===== config.mk =====
export PLATFORM = sky130hd
export DESIGN_NAME = mem_port_arbiter
export DESIGN_NICKNAME = d
export VERILOG_FILES = /design/src/rtl/mem_arb_pkg.sv /design/src/rtl/mem_port_arbiter_rr_pick2.sv /design/src/rtl/mem_port_arbiter.sv
export SDC_FILE = /design/constraint.sdc
export NUM_CORES = 1
export LEC_CHECK = 0
export ABC_CLOCK_PERIOD_IN_PS = 1400
export CORE_MARGIN = 2
export CORE_UTILIZATION = 34
export DETAILED_ROUTE_END_ITERATION = 8
export PLACE_DENSITY = 0.79
export SYNTH_ARGS = -nofsm -noshare
export SYNTH_HDL_FRONTEND = slang
export SYNTH_SLANG_ARGS = --single-unit
export TNS_END_PERCENT = 10

===== constraint.sdc =====
create_clock -name clk -period 1.4 [get_ports clk]
set_input_delay 0.14 -clock clk [delete_from_list [all_inputs] [get_ports clk]]
set_output_delay 0.14 -clock clk [all_outputs]
set_load 0.02 [all_outputs]

===== src/rtl/mem_arb_pkg.sv =====
// Shared definitions for the instruction/data memory port arbiter.
// The CPU/loader grant encoding matches the bit positions of the request vector.
package mem_arb_pkg;

  localparam int ADDR_W_DEF = 5;
  localparam int DATA_W_DEF = 8;

  localparam logic GRANT_CPU = 1'b0;
  localparam logic GRANT_LD  = 1'b1;

  typedef enum logic [1:0] {
    ST_IDLE  = 2'd0,
    ST_ISSUE = 2'd1,
    ST_DONE  = 2'd2
  } arb_state_e;

endpackage


===== src/rtl/mem_port_arbiter_rr_pick2.sv =====
// Two-way round-robin pick: req[0] is the CPU, req[1] the loader.
// When both requesters are active, the one that was not served last wins.
module rr_pick2
  import mem_arb_pkg::*;
(
  input  logic [1:0] req,
  input  logic       last,
  output logic       winner,
  output logic       any
);

  assign any    = |req;
  // Loader wins when it is alone, or on a tie when the CPU was served last.
  assign winner = req[1] & (~req[0] | (last == GRANT_CPU));

endmodule


===== src/rtl/mem_port_arbiter.sv =====
// Shares one single-ported memory between the CPU controller and the program loader,
// one access per grant, round-robin on contention.
//
// state    | meaning
// ST_IDLE  | wait for a request; pick a winner and capture its access
// ST_ISSUE | drive the captured access to memory (mem_en high)
// ST_DONE  | ack the winner, return read data, record last-served
module mem_port_arbiter
  import mem_arb_pkg::*;
#(
  parameter int ADDR_W = ADDR_W_DEF,
  parameter int DATA_W = DATA_W_DEF
) (
  input  logic              clk,
  input  logic              rst,
  input  logic              cpu_req,
  input  logic              cpu_we,
  input  logic [ADDR_W-1:0] cpu_addr,
  input  logic [DATA_W-1:0] cpu_wdata,
  output logic              cpu_ack,
  input  logic              ld_req,
  input  logic              ld_we,
  input  logic [ADDR_W-1:0] ld_addr,
  input  logic [DATA_W-1:0] ld_wdata,
  output logic              ld_ack,
  output logic [DATA_W-1:0] rdata,
  output logic              mem_en,
  output logic              mem_we,
  output logic [ADDR_W-1:0] mem_addr,
  output logic [DATA_W-1:0] mem_wdata,
  input  logic [DATA_W-1:0] mem_rdata,
  output logic              busy,
  output logic              grant
);

  arb_state_e        state_q, state_d;
  logic              grant_q, grant_d;
  logic              last_q, last_d;
  logic              we_q, we_d;
  logic [ADDR_W-1:0] addr_q, addr_d;
  logic [DATA_W-1:0] wdata_q, wdata_d;

  logic pick_winner;
  logic pick_any;

  rr_pick2 u_pick (
    .req    ({ld_req, cpu_req}),
    .last   (last_q),
    .winner (pick_winner),
    .any    (pick_any)
  );

  always_comb begin
    state_d = state_q;
    grant_d = grant_q;
    last_d  = last_q;
    we_d    = we_q;
    addr_d  = addr_q;
    wdata_d = wdata_q;
    case (state_q)
      ST_IDLE: begin
        if (pick_any) begin
          state_d = ST_ISSUE;
          grant_d = pick_winner;
          if (pick_winner == GRANT_LD) begin
            we_d    = ld_we;
            addr_d  = ld_addr;
            wdata_d = ld_wdata;
          end else begin
            we_d    = cpu_we;
            addr_d  = cpu_addr;
            wdata_d = cpu_wdata;
          end
        end
      end
      ST_ISSUE: state_d = ST_DONE;
      ST_DONE: begin
        state_d = ST_IDLE;
        last_d  = grant_q;
      end
      default: state_d = ST_IDLE;
    endcase
  end

  // Last-served starts at the loader so the CPU takes the first tie.
  always_ff @(posedge clk) begin
    if (!rst) begin
      state_q <= ST_IDLE;
      grant_q <= GRANT_CPU;
      last_q  <= GRANT_LD;
      we_q    <= 1'b0;
      addr_q  <= '0;
      wdata_q <= '0;
    end else begin
      state_q <= state_d;
      grant_q <= grant_d;
      last_q  <= last_d;
      we_q    <= we_d;
      addr_q  <= addr_d;
      wdata_q <= wdata_d;
    end
  end

  // Strobes and acks decode straight from state so a reset in DONE still shows the ack.
  assign mem_en    = (state_q == ST_ISSUE);
  assign mem_we    = mem_en & we_q;
  assign mem_addr  = addr_q;
  assign mem_wdata = wdata_q;
  assign cpu_ack   = (state_q == ST_DONE) && (grant_q == GRANT_CPU);
  assign ld_ack    = (state_q == ST_DONE) && (grant_q == GRANT_LD);
  assign rdata     = ((state_q == ST_DONE) && !we_q) ? mem_rdata : '0;
  assign busy      = (state_q != ST_IDLE);
  assign grant     = grant_q;

endmodule


* Yosys cells after proc, flatten, opt, wreduce, memory -nomap -nowiden
Cells that the tools add are included.
** Word-level totals
- Register bits after elaboration :: 18
- Word-level logic and storage cells :: 29
- Output and inout port bits :: 27
** Operators by class
- Mux-type cells :: 6
- Bitwise operators :: 6
- Reductions and logical operators :: 8
- Equality and inequality tests :: 3
** Operators with widths (number)
- $mux 8 :: 2
- $mux 5 :: 1
- $pmux 2 s2 :: 1
- $logic_and 1x1->1 :: 3
- $not 1->1 :: 3
- $and 1x1->1 :: 2
- $eq 2x1->1 const B :: 1
- $eq 2x2->1 const B :: 1
- $logic_not 2->1 :: 1
- $mux 2 :: 1
- $ne 2x2->1 const B :: 1
- $reduce_and 2->1 :: 1
- $reduce_bool 2->1 :: 1
- $reduce_or 2->1 :: 1
- $logic_not 1->1 :: 1
- $mux 1 :: 1
- $or 1x1->1 :: 1

* Logic depth before layout (Yosys ltp)
Gate-level depths: netlist (run 1).
- Depth after elaboration :: 4
- Depth in mapped cells :: 5
- Depth with buffers taken out :: 4

* Hierarchy
From an unflattened synthesis (run 1), not the netlist that was laid out.
** Second synthesis, totals
- Cells, all modules :: 112
- Area, all modules :: 1151.1 um2
** Modules (own cells, without submodules)
- mem_port_arbiter :: area each 1137.3 um2, cells each 110, seq. area each 360.3 um2, times used 1
- rr_pick2 :: area each 13.8 um2, cells each 2, seq. area each 0.0 um2, times used 1

* Worst setup path before layout (run 1)
Ideal clock, no wire load.
- Kind :: register to output
- From :: reg state_q[0]
- To :: out mem_we
- Data required time :: 1.260 ns
- Data arrival time :: 1.059 ns
- Cell stages (with the launch flop) :: 3
- Slack :: 0.201 ns
- Cell sequence :: dfxtp_1 > nor2b_1 > and2_1
** Between the ends
- Cells in the longest elaborated chain, start to end :: 2
** Ends and longest elaborated chain
- from (decl) :: line mem_port_arbiter.sv:36 : arb_state_e state_q, state_d;
- from (signal assigned) :: line mem_port_arbiter.sv:95 : state_q <= state_d;
- $eq 2x1->1 :: line mem_port_arbiter.sv:105 : assign mem_en = (state_q == ST_ISSUE);
- via mem_en :: line mem_port_arbiter.sv:27 : output logic mem_en,
- $and 1x1->1 :: line mem_port_arbiter.sv:106 : assign mem_we = mem_en & we_q;
- to (decl) :: line mem_port_arbiter.sv:28 : output logic mem_we,
The timed path passes the listed nets, and every way through them passes these cells.

* Final worst setup path (run 1)
- From :: reg state_q[0]
- To :: out rdata[2]
** Between the ends
- Cells in the longest elaborated chain, start to end :: 3
** Ends and longest elaborated chain
- $eq 2x2->1 :: line mem_port_arbiter.sv:111 : assign rdata = ((state_q == ST_DONE) && !we_q) ? mem_rdata : '0;
- $logic_and 1x1->1 :: line mem_port_arbiter.sv:111
- $mux 8 :: line mem_port_arbiter.sv:111
- to (decl) :: line mem_port_arbiter.sv:26 : output logic [DATA_W-1:0] rdata,
No other way between the ends.

==> results of run 1 <==
==> what timing repair did <==
action	4_1_cts	5_1_grt
pin swaps	1	1
gates resized for setup	67	17
buffers inserted	0	0
setup endpoints to repair	21	17
==> routing by layer <==
metal	track usage	part of all wire	vias up	wire (um)
li1	-	-	540	-
met1	0.2020	0.39	510	1126
met2	0.3333	0.53	41	1525
met3	0.03226	0.061	2	176
met4	0.07973	0.012	0	34
met5	0	0	-	0
==> how the worst max path moves through the flow <==
stage / start / to / slack [ps] / depth (start not counted)
final: state_q[0]$_SDFFE_PN0P_ / rdata[2] / 60 / 4
after global routing: state_q[0]$_SDFFE_PN0P_ / rdata[5] / -40 / 4
after CTS: mem_wdata[0]$_SDFFE_PN0P_ / mem_wdata[0] / 0.8 / 1
after detailed placement: state_q[0]$_SDFFE_PN0P_ / rdata[2] / -290 / 4
after global placement: state_q[0]$_SDFFE_PN0P_ / rdata[7] / -200 / 4
after floorplan: state_q[0]$_SDFFE_PN0P_ / mem_we / 200 / 2
==> critical path, cell delays in order, from the launching register on <==
cell and delay [ps]:
dfxtp_2 350, nand2b_4 150, nor2_4 120, and2_1 150
buf_4 140
==> registers in the layout (all words and copies together), names as in the netlist <==
name       cells
we_q           1
mem_addr       5
last_q         1
grant          1
state_q        2
mem_wdata      8
==> logic make-up after synthesis <==
family                 synth area share
AOI/OAI and AO/OA                0.2671
and+or+nand+nor                  0.2460
buffers and inverters            0.1079
DFF                              0.3790
==> power breakdown <==
part	switching, mW	internal [mW]
clock network	0.160	0.158
logic	0.247	0.270
registers	0.0341	0.568
total	0.441	0.996
==> cell usage after synthesis (all sizes together) <==
cell    instances
a21bo           1
nor2b           1
nor3            1
clkinv          1
clkbuf          4
a21oi          15
a21boi          1
buf             3
o21ai           1
nand2b          1
or2             1
a211o           1
nand2          28
and2           10
nand3           1
nor2            6
a311oi         14
dfxtp          18
inv             2
==> layout make-up <==
type / count / area, um^2 / share of cell area
clock buffer: 4 / 36.28 / 0.02155
multi-input combinational: 82 / 508.0 / 0.3016
sequential: 18 / 362.8 / 0.2155
tap: 31 / 38.79 / 0.02303
timing repair buffer: 79 / 726.9 / 0.4316
inverter: 3 / 11.26 / 0.006686
==> results.py, run 1 <==
metrics = {
    "critical_path": {
        "critPathMaxFanout": 8,
        "setup.worst_path.class": "flop to primary output",
        "critPathRequiredTime_ps": 1260,
        "rrSetupSlack_ps": 150,
        "setup.worst_path.end_class": "primary output",
        "start_kind": "flop",
        "arrival_ps": 1200,
        "reg2reg_from": "state_q[1]$_SDFFE_PN0P_",
        "worst_r2r_endpoint": "mem_wdata[0]$_SDFFE_PN0P_",
        "rr_worst_depth": 5,
    },
    "routing": {
        "drt_iter0_drc": 16,
        "antenna_left": 0,
        "routed_via_density": 5.037,
        "wl_per_cell_um": 13.19,
        "wl_um": 2862,
        "via_count": 1093,
        "firstDrtPassIters": 4,
        "drc": 0,
    },
    "hold_path": {
        "hp-class": "input pin to flop",
        "whs_endpoint": "we_q$_SDFFE_PN0P_",
        "worstHoldStart": "cpu_we",
        "min_path_cells": 3,
    },
    "timing": {
        "layout_setup_ws_ps": 60.12,
        "worstMarginPinSlew_ps": 344.9,
        "rsz0062_at_grt": "yes",
        "slew_headroom": 0.7695,
        "setup_violations": 0,
        "maxClockFrequency_mhz": 746.3,
        "period_share": 0.9571,
        "hold_violations": 0,
        "period_minus_slack_ps": 1340,
        "finClkSkew_ps": 1.474,
        "setup_tns_ps": 0,
        "slew_violations": 0,
        "hold_ws_ps": 412.2,
    },
    "finish": {
        "n_fill_cell": 257,
        "area_growth_pct": 77.11,
        "n_antenna_cell": 0,
        "drive_gt1_frac": 0.2366,
        "utilization": 0.6214,
        "design_area_um2": 1684,
        "layoutNonFillerInstCount": 217,
        "layout_common_cells": "clkdlybuf4s50_1 (39), nand2_1 (28), buf_4 (22), dfxtp_1 (16)",
        "layout.nets": 227,
        "layout_commonest_cell": "clkdlybuf4s50_1",
    },
    "pwr": {
        "total_power_mw": 1.437,
        "leakagePower_nw": 0.8038,
        "p_per_area_nw_per_um2": 853.1,
        "vdd.ir_drop.worst_mv": 0.6487,
    },
    "synthesis": {
        "yosysUniqueCellTypes": 25,
        "ys_warn_count": 0,
        "yosysSeqAreaShare": 0.3789,
        "synthDominantCellAreaShare": 0.3789,
        "synthCells": 110,
        "yosysTopAreaCell": "dfxtp_1",
        "syn_area_per_cell_um2": 8.645,
        "synthTopCellsByArea": "dfxtp_1 (38%), a311oi_1 (12%), nand2_1 (11%), a21oi_1 (6.8%), and2_1 (6.6%)",
        "ys_ff_latch": 18,
        "syn-cell-area_um2": 950.9,
        "synthesis.nets": 150,
    },
    "die": {
        "core_um2": 2710,
        "start_util": 0.3509,
        "die_y_um": 56.89,
        "fp-row-count": 19,
        "die-area_um2": 3236,
        "ios": 67,
        "die_width_um": 56.89,
    },
    "clock_network": {
        "cts-htree-levels": 1,
        "cts_buffer_depth": 2,
        "clk_latency_ps": 290,
        "clkSinkCount": 18,
        "clkTransAtPathRegs_ps": 100,
        "cts_buffers": 3,
        "cts_hold_buf": 0,
        "cts_root_buffer": "clkbuf_4",
        "cts_tree": "built",
    },
    "placement": {
        "pre_cts_slack_ps": -290.6,
        "gp_congestion": 0.7639,
        "place_area_um2": 1657,
        "dp_hpwl_um": 2289,
        "placedCellCount": 213,
        "portBuffers": 66,
    },
    "global_route": {
        "track_usage": 0.1822,
        "grt_start_max_net_pins": 16,
        "grt_overflow_total": 0,
        "grt_pass1_wl_um": 4664,
        "antenna_found_initial": 0,
        "first_global_vias": 1102,
    },
    "run": {
        "drv_cap": 0,
    },
    "run_status": {
        "status": "completed",
    },
}
No activity file was read; power rests on OpenSTA's default activity.
==> inputs of run 2 (changes only) <==
--- a/config.mk
+++ b/config.mk
@@ -6,9 +6,11 @@
 export NUM_CORES = 1
 export LEC_CHECK = 0
 export ABC_CLOCK_PERIOD_IN_PS = 1400
+export CAP_MARGIN = 20
 export CORE_MARGIN = 2
 export CORE_UTILIZATION = 34
 export DETAILED_ROUTE_END_ITERATION = 8
+export HOLD_SLACK_MARGIN = 0.15
 export PLACE_DENSITY = 0.79
 export SYNTH_ARGS = -nofsm -noshare
 export SYNTH_HDL_FRONTEND = slang
==> results of run 2 <==
No change in the layout: final DEF, timing and power equal those of run 1.
==> inputs of run 3 (changes only) <==
--- a/config.mk
+++ b/config.mk
@@ -10,6 +10,7 @@
 export CORE_MARGIN = 2
 export CORE_UTILIZATION = 34
 export DETAILED_ROUTE_END_ITERATION = 8
+export GPL_TIMING_DRIVEN = 0
 export HOLD_SLACK_MARGIN = 0.15
 export PLACE_DENSITY = 0.79
 export SYNTH_ARGS = -nofsm -noshare
==> run 3 against run 2 <==
  * The run now ends with negative setup slack left
  * Sequential share of layout area is 0.88 points lower
  * Setup slack got worse by 140 ps
  * Register-to-register slack worse by 20 ps
  * Routed wire length grew 2.5%
  * Count of clock-buffer cells in the layout did not move
  * Global-route usage down 0.81 points
  * Combinational power is 5.6% higher
  * First-iteration DRC count fell by 38%
  * Design area is 4.2% higher
  * Sequential power about the same
==> results.py, run 3 (synthesis results as in run 1) <==
metrics = {
    "clock_network": {
        "cts_root_buffer": "clkbuf_4",
        "cts_hold_buf": 0,
        "clk_latency_ps": 290,
        "clkSinkCount": 18,
        "cts_buffers": 3,
        "cts_tree": "built",
        "clkTransAtPathRegs_ps": 110,
        "cts_buffer_depth": 2,
        "cts-htree-levels": 1,
    },
    "timing": {
        "setup_violations": 7,
        "hold_ws_ps": 402.5,
        "period_minus_slack_ps": 1478,
        "rsz0062_at_grt": "yes",
        "slew_headroom": 0.8041,
        "layout_setup_ws_ps": -78.27,
        "period_share": 1.056,
        "setup_tns_ps": -364.1,
        "worstMarginPinSlew_ps": 292.8,
        "maxClockFrequency_mhz": 676.5,
        "finClkSkew_ps": 7.459,
        "slew_violations": 0,
        "hold_violations": 0,
    },
    "run_status": {
        "status": "finished with violations",
        "failed_checks": "negative setup slack",
    },
    "routing": {
        "routed_via_density": 5.126,
        "drt_iter0_drc": 10,
        "drc": 0,
        "wl_per_cell_um": 13.71,
        "firstDrtPassIters": 4,
        "via_count": 1097,
        "antenna_left": 0,
        "wl_um": 2934,
    },
    "critical_path": {
        "critPathMaxFanout": 4,
        "setup.worst_path.end_class": "primary output",
        "start_kind": "flop",
        "critPathRequiredTime_ps": 1260,
        "slowest_stage": "dfxtp_2",
        "cpPeakStageDelay_ps": 350,
        "arrival_ps": 1340,
        "path_cells": "nand2b_4, nor2_4, buf_4, and2_1, buf_6",
        "setup.worst_path.class": "flop to primary output",
    },
    "die": {
        "ios": 67,
        "die-area_um2": 3236,
        "die_y_um": 56.89,
        "core_um2": 2710,
        "fp-row-count": 19,
        "die_width_um": 56.89,
        "start_util": 0.3509,
    },
    "pwr": {
        "power_frac_comb": 0.371,
        "total_power_mw": 1.467,
        "p_sw_mw": 0.4480,
        "leakagePower_nw": 0.8624,
        "swShare": 0.3054,
        "p_per_area_nw_per_um2": 835.8,
        "power_frac_clock": 0.217,
        "p_seq_frac": 0.411,
        "p_int_mw": 1.019,
        "vdd.ir_drop.worst_mv": 0.6177,
    },
    "finish": {
        "largest_reg_flops": 8,
        "layout_commonest_cell": "clkdlybuf4s50_1",
        "layout_common_cells": "clkdlybuf4s50_1 (39), nand2_1 (28), dfxtp_1 (16), a311oi_1 (13), a21oi_1 (13)",
        "drive_gt1_frac": 0.2350,
        "n_antenna_cell": 0,
        "layout.nets": 224,
        "area_growth_pct": 84.60,
    },
    "placement": {
        "pre_cts_slack_ps": -348.1,
        "dp_hpwl_um": 2179,
        "portBuffers": 66,
        "gp_congestion": 0.7478,
    },
    "global_route": {
        "grt_pass1_wl_um": 4450,
        "antenna_found_initial": 0,
        "grt_overflow_total": 0,
        "grt_start_max_net_pins": 11,
        "first_global_vias": 1007,
        "track_usage": 0.1741,
    },
    "hold_path": {
        "hp-class": "input pin to flop",
    },
    "run": {
        "drv_cap": 0,
    },
}
## run 3: changes by cell type in the layout (fill, tap and decap cells not counted)
cell,change
and2_1,-5
and2_4,+5
buf_12,+1
buf_4,-19
buf_6,+8
clkbuf_2,+1
clkbuf_8,+4
clkdlybuf4s15_1,+1
dlygate4sd2_1,-3
dlymetal6s2s_1,+4
nor2_1,+1
nor2_2,-1
## run 3: area by class of cell
class / count / area [um^2]
Buffer: 7 / 91.34
Timing Repair Buffer: 69 / 696.9
Fill cell: 229 / 954.7
Clock buffer: 4 / 36.28
Multi-Input combinational cell: 82 / 518.0
Inverter: 3 / 11.26
Tap cell: 31 / 38.79
Sequential cell: 18 / 362.8
## run 3: power groups by stage
stage          Clock (mW)  Combinational (mW)  Sequential (mW)
2_1_floorplan           0               0.221            0.666
3_3_place_gp            0               0.537            0.612
3_5_place_dp            0               0.547            0.613
4_1_cts             0.330               0.534            0.605
5_1_grt             0.349               0.582            0.611
6_report            0.319               0.545            0.604
## run 3: path summary, 6_finish.rpt
kind              cells after the start  slack [ps]                    start                         to
setup / recovery                      5         -80  state_q[0]$_SDFFE_PN0P_                   rdata[3]
hold / removal                        3         400             cpu_wdata[2]  mem_wdata[2]$_SDFFE_PN0P_
setup reg to reg                      5         130  state_q[1]$_SDFFE_PN0P_  mem_wdata[4]$_SDFFE_PN0P_
hold reg to reg                       2         520       grant$_SDFFE_PN0P_         grant$_SDFFE_PN0P_
## run 3: critical path: cells and delay by family (launching register included)
| kind | cells | cell delay, ps |
|---|---|---|
| buffers and inverters | 2 | 250 |
| flip-flops | 1 | 350 |
| AND/OR/NAND/NOR | 3 | 450 |
## run 3: timing repair
action                                  CTS  global route
endpoints found under the setup margin   17            23
gates cloned                              0             0
pin swaps                                 0             1
resized for setup                        51            37
buffers inserted                          0             3
## run 3: stage by stage
stage               utilization  cells  instance area [um^2]
floorplan                     -    110                 950.9
global placement         0.6090    207                  1650
detailed placement       0.6090    207                  1650
CTS                      0.6150    211                  1667
global route             0.6477    214                  1755
finish                   0.6477    214                  1755
## run 3: layer usage
layer,track usage,up-vias,share of wire
met5,0,-,0
met4,0.07973,0,0.013
met3,0.03687,4,0.077
met2,0.3054,47,0.51
met1,0.1992,508,0.40
li1,-,538,-
